**src/rtl/stat_pkg.sv**
```systemverilog
// Shared definitions for the cycle statistics counters: counter indices as
// decoded by the peripheral STATS_BASE window, counter count and default width.
package stat_pkg;

  localparam int N_CNT      = 6;
  localparam int DEF_CNT_W  = 32;

  localparam int CNT_TOTAL  = 0;
  localparam int CNT_RETIRE = 1;
  localparam int CNT_L1I    = 2;
  localparam int CNT_L1D    = 3;
  localparam int CNT_L2     = 4;
  localparam int CNT_PHASE  = 5;

endpackage

```
**src/rtl/stat_sat_counter.sv**
```systemverilog
// Single event counter with synchronous clear, sticky overflow flag and
// selectable saturate-or-wrap behaviour on overflow.
module stat_sat_counter #(
  parameter int CNT_W    = 32,
  parameter int SATURATE = 1
) (
  input  logic             clk,
  input  logic             rst,
  input  logic             inc,
  input  logic             clr,
  output logic [CNT_W-1:0] value,
  output logic             ovf
);

  logic [CNT_W-1:0] value_r;
  logic             ovf_r;
  logic             at_max_s;

  assign at_max_s = (value_r == {CNT_W{1'b1}});

  // Counter and sticky overflow; clear wins over a same-cycle increment
  always_ff @(posedge clk or posedge rst) begin
    if (rst) begin
      value_r <= {CNT_W{1'b0}};
      ovf_r   <= 1'b0;
    end else if (clr) begin
      value_r <= {CNT_W{1'b0}};
      ovf_r   <= 1'b0;
    end else if (inc) begin
      if (at_max_s) begin
        ovf_r   <= 1'b1;
        value_r <= (SATURATE != 0) ? value_r : {CNT_W{1'b0}};
      end else begin
        ovf_r   <= ovf_r;
        value_r <= value_r + {{(CNT_W-1){1'b0}}, 1'b1};
      end
    end else begin
      value_r <= value_r;
      ovf_r   <= ovf_r;
    end
  end

  assign value = value_r;
  assign ovf   = ovf_r;

endmodule

```
**src/rtl/cycle_stat_counters.sv**
```systemverilog
// Six performance counters with an atomically captured snapshot that the
// peripheral system reads word-by-word; snapshot holds steady between triggers.
module cycle_stat_counters
  import stat_pkg::*;
#(
  parameter int CNT_W              = DEF_CNT_W,
  parameter int SATURATE           = 1,
  parameter int AUTO_SNAP_ON_PHASE = 1
) (
  input  logic                   clock_i,
  input  logic                   reset_i,
  input  logic                   run_i,
  input  logic                   clear_i,
  input  logic                   snap_i,
  input  logic                   phase_i,
  input  logic                   retire_i,
  input  logic                   l1i_stall_i,
  input  logic                   l1d_stall_i,
  input  logic                   l2_stall_i,
  output logic [N_CNT*CNT_W-1:0] cycle_counts_o,
  output logic [N_CNT-1:0]       overflow_o,
  output logic                   snap_valid_o
);

  logic                   phase_q_r;
  logic                   phase_edge_s;
  logic                   trigger_s;
  logic [N_CNT-1:0]       inc_s;
  logic [N_CNT*CNT_W-1:0] live_s;
  logic [N_CNT*CNT_W-1:0] snap_r;
  logic                   snap_valid_r;

  // Phase edge detect, snapshot trigger and per-counter increment enables
  always_comb begin
    phase_edge_s      = phase_i & ~phase_q_r;
    trigger_s         = snap_i | ((AUTO_SNAP_ON_PHASE != 0) & phase_edge_s & run_i);
    inc_s             = {N_CNT{1'b0}};
    inc_s[CNT_TOTAL]  = run_i;
    inc_s[CNT_RETIRE] = run_i & retire_i;
    inc_s[CNT_L1I]    = run_i & l1i_stall_i;
    inc_s[CNT_L1D]    = run_i & l1d_stall_i;
    inc_s[CNT_L2]     = run_i & l2_stall_i;
    inc_s[CNT_PHASE]  = run_i & phase_edge_s;
  end

  for (genvar g = 0; g < N_CNT; g++) begin : g_cnt
    stat_sat_counter #(
      .CNT_W    (CNT_W),
      .SATURATE (SATURATE)
    ) u_cnt (
      .clk   (clock_i),
      .rst   (reset_i),
      .inc   (inc_s[g]),
      .clr   (clear_i),
      .value (live_s[g*CNT_W +: CNT_W]),
      .ovf   (overflow_o[g])
    );
  end

  // Snapshot captures pre-increment, pre-clear live values on a trigger
  always_ff @(posedge clock_i or posedge reset_i) begin
    if (reset_i) begin
      phase_q_r    <= 1'b0;
      snap_r       <= {(N_CNT*CNT_W){1'b0}};
      snap_valid_r <= 1'b0;
    end else begin
      phase_q_r    <= phase_i;
      snap_valid_r <= trigger_s;
      if (trigger_s) begin
        snap_r <= live_s;
      end else begin
        snap_r <= snap_r;
      end
    end
  end

  assign cycle_counts_o = snap_r;
  assign snap_valid_o   = snap_valid_r;

endmodule

```
**config.mk**
```make
export PLATFORM = sky130hd
export DESIGN_NAME = cycle_stat_counters
export DESIGN_NICKNAME = d
export VERILOG_FILES = /design/src/rtl/stat_pkg.sv /design/src/rtl/stat_sat_counter.sv /design/src/rtl/cycle_stat_counters.sv
export SDC_FILE = /design/constraint.sdc
export NUM_CORES = 1
export LEC_CHECK = 0
export CORE_MARGIN = 3
export CORE_UTILIZATION = 45
export CTS_CLUSTER_SIZE = 12
export DETAILED_ROUTE_END_ITERATION = 8
export HOLD_SLACK_MARGIN = 0.1
export MAX_ROUTING_LAYER = met4
export PLACE_DENSITY = 0.65
export SLEW_MARGIN = 10
export SYNTH_ARGS = -nofsm -noshare
export SYNTH_HDL_FRONTEND = slang
export SYNTH_SLANG_ARGS = --single-unit
```
**constraint.sdc**
```tcl
create_clock -name clock_i -period 46.5 [get_ports clock_i]
set_input_delay 13.95 -clock clock_i [delete_from_list [all_inputs] [get_ports clock_i]]
set_output_delay 13.95 -clock clock_i [all_outputs]
set_load 0.005 [all_outputs]
```
==> results.md <==
- Run status: finished clean
- Critical path fanouts, max: between 150 and 200
- Register bit count reported by yosys: a little under 400
- Capturing element type of the critical path: register
- Remaining antenna violation count after routing: 0
- Ys flop type: sky130_fd_sc_hd__dfrtp_1
- Clock Sink Count: 392
- Seq/Total Area, Yosys: 54.0%
- Power per cell area: approximately 32 nW/um^2
- Dpl hpwl: 28900 microns
- Number of setup violations in the final report: 0
- Yosys warnings: 0
- Post-synth cell types: 63
- Mapped Avg Cell Area: 10.9 sq um
- CTS HTree Levels: 2
- Required arrival time at the worst endpoint: 46.94 ns
- Critical Path Max Stage Delay: 0.62 ns
- CP Launch Type: input port
- Post-synth ARST share: 100%
- Final wirelength: 43500 microns
- Clock slew at reported path FFs: roughly 0.06 ns
- Die height: 207 microns
- Number of resized instances in the post-cts repair step: 0
- Clock tree from TritonCTS: yes
- Count of max-cap constraint violations: 0
- Final clock period utilization by the worst path: 35.4%
- Grt ovf: 0
- Hold-fix buffer count after cts: 0
- Number of filler instances in the final layout: 3455
- Die area: 42800 sq um
- Worst setup margin: about 30 ns
- Area occupied by registers: 9810 sq um
- Fraction of layout instances using a drive strength above 1: 16.5%
- Skew final: 0.0205 ns
- CTS Root Cell: sky130_fd_sc_hd__clkbuf_16
- Leakage power total: 9.21 nW
- Die boundary width: 207 microns
- Bufs and invs on worst path: 4
- Hold Crit Class: reg2reg
- Fin. Hold Viols: 0
- TritonCTS Buffers: 43
- Effective utilization at floorplan: 46.2%
- Final standard cell area without fillers: 22000 sq um
- Net count reported at finish: 1844
- Count of flip-flops with a built-in enable after synthesis: 0
- Cell with the largest stage delay on the worst path: sky130_fd_sc_hd__inv_2
- Global-route wire length before repair: 71800 microns
- Pin count of the biggest net entering global routing: 177
- Slew Limit Fails: 0
- Total track usage: between 20% and 30%
- Netlist area before placement: 18200 sq um
- Longest Clk Path Bufs: 3
- Largest delay contributor family on the critical path: buffers and inverters
- Transition time of the tightest slew-check pin: between 1 and 1.5 ns
- Number of I/O pins: approximately 210
- Unrepaired setup endpoints after global routing: false
- Weighted congestion reported at the end of routability-driven placement: 0.849
- Starting DRT DRC Count: 893
- Critical path cell sequence: clkdlybuf4s50_1, buf_4, and3b_1, nor2_4, buf_12, inv_2, mux2_2
- Footprint of the multi-input gates: between 7000 and 8000 sq um
- Nets in the synthesized netlist: 1678
- Clk Latency, worst-skew pair: 0.57 ns
- Core area: 39300 sq um
- Drt drc: 0
- Critical path data arrival time: 16.88 ns
- Power consumption: 0.702 mW
- Post-Place Setup Slack: 29.40 ns
- IO buf count: 208
- Post-Syn Instances: approximately 1700
- Normalized max-slew margin: 24.7%
- Maximum clock frequency: 0.0608 GHz
- Post-synthesis to final-layout area growth: 21.1%
- Setup TNS: 0 ns
- Final worst path period need: 16.44 ns
- Drt pass-1 iters: 5
- Initial antenna violation count: 2
- Vias per Instance: 5.72
- Via count of the first global-routing pass: ~13000
- Postcts setup bufs: 0
- Kind of critical path: in2reg
- Vias: 13600
- Worst-case vdd ir drop: 0.0224 mV
- Average wire per cell in the routed design: 18.3 microns
- Dpl cell area: 20600 sq um
- # rows: 72
kinds of logic (layout without fill, tap and decap cells):
group | count (synthesis) | count (layout) | share of synthesized area (%)
AND/OR/NAND/NOR | 596 | 596 | 17.8
flip-flops | 392 | 392 | 54.0
AO/OA/AOI/OAI | 287 | 287 | 9.95
multiplexers | 199 | 199 | 12.3
buffers and inverters | 131 | 323 | 3.02
XOR/XNOR | 51 | 51 | 2.46
adder cells (fa/ha/maj) | 6 | 6 | 0.414
other | 0 | 2 | 0
power by group:
part	switching, mW	internal (mW)	total (mW)
registers	0.00164	0.343	0.344
logic	0.0185	0.00814	0.0266
clock network	0.134	0.196	0.330
total	0.154	0.547	0.702
worst min-delay path, cell delays in order (launching register included):
cell	delay, ns
sky130_fd_sc_hd__dfrtp_1	0.34
sky130_fd_sc_hd__nand2_1	0.04
sky130_fd_sc_hd__o21ai_0	0.06
final cells by class:
type | instances | area share (%)
flip-flops and latches | 392 | 44.6
clock inverters | 7 | 0.290
well taps | 518 | 2.95
repair buffers | 222 | 10.1
diodes | 2 | 0.0228
clock buffers | 64 | 5.89
inverters | 30 | 0.546
multi-input cells | 1139 | 35.6
synth_stat cells, drive strengths merged, types with 34 or more instances:
cell | count | area, sq um
a21oi | 110 | 551
clkbuf | 81 | 304
dfrtp | 392 | 9810
mux2 | 193 | 2170
nand2 | 93 | 349
nand3 | 66 | 330
nand4 | 64 | 407
nor2 | 126 | 473
o21ai | 58 | 290
o31ai | 51 | 383
or3 | 36 | 230
or4 | 60 | 454
xnor2 | 34 | 298
layer usage:
layer / track usage [%] / vias up / wire [microns]
li1: - / 6453 / -
met1: 29.0 / 6812 / 19800
met2: 32.9 / 249 / 20600
met3: 3.62 / 63 / 2010
met4: 6.60 / 0 / 1070
met5: - / - / 0
final timing paths:
kind                       slack, ns  cells past startpoint                  endpoint                startpoint
setup / recovery               30.06                      7        cycle_counts_o[77]                     run_i
hold / removal                  0.48                      2         cycle_counts_o[6]         cycle_counts_o[6]
setup reg to reg               43.31                      6  g_cnt[4].u_cnt.value[29]  g_cnt[4].u_cnt.value[27]
hold reg to reg                 0.48                      2         cycle_counts_o[6]         cycle_counts_o[6]
max in group asynchronous      31.02                      3  g_cnt[4].u_cnt.value[22]                   reset_i
min in group asynchronous      13.94                      2       cycle_counts_o[111]                   reset_i
per-stage QoR:
step	util, %	hold slack, ns	std cells
2_1_floorplan	-	0.464	1662
3_3_place_gp	52.5	0.468	2301
5_1_grt	56.0	0.505	2374
6_report	56.0	0.477	2374
4_1_cts	55.9	0.486	2372
3_5_place_dp	52.5	0.473	2301
cells in the final DEF (no fill, tap or decap), types with 9 or more instances in the layout:
master,count
sky130_fd_sc_hd__dfrtp_1,392
sky130_fd_sc_hd__clkdlybuf4s50_1,207
sky130_fd_sc_hd__mux2_2,193
sky130_fd_sc_hd__nor2_1,125
sky130_fd_sc_hd__a21oi_1,110
sky130_fd_sc_hd__nand2_1,93
sky130_fd_sc_hd__nand3_1,66
sky130_fd_sc_hd__nand4_1,63
sky130_fd_sc_hd__or4_1,59
sky130_fd_sc_hd__o21ai_0,58
sky130_fd_sc_hd__o31ai_1,51
sky130_fd_sc_hd__clkbuf_16,43
sky130_fd_sc_hd__or3_1,35
sky130_fd_sc_hd__xnor2_1,34
sky130_fd_sc_hd__inv_1,28
sky130_fd_sc_hd__nor2b_1,24
sky130_fd_sc_hd__nor3_1,24
sky130_fd_sc_hd__nor4_1,23
sky130_fd_sc_hd__and3_1,18
sky130_fd_sc_hd__xor2_1,17
sky130_fd_sc_hd__and4_1,16
sky130_fd_sc_hd__clkbuf_8,14
sky130_fd_sc_hd__or2_2,12
sky130_fd_sc_hd__buf_4,12
sky130_fd_sc_hd__a31oi_1,11
sky130_fd_sc_hd__and2_1,10
sky130_fd_sc_hd__a211oi_1,10
sky130_fd_sc_hd__nand2b_1,9
state kept, by name, indices dropped and copies added, names as in the netlist:
register           flops
phase_q_r              1
cycle_counts_o       192
g_cnt.u_cnt.value    192
snap_valid_o           1
g_cnt.u_cnt.ovf        6
Note: power is estimated with default switching activity, not from simulation.
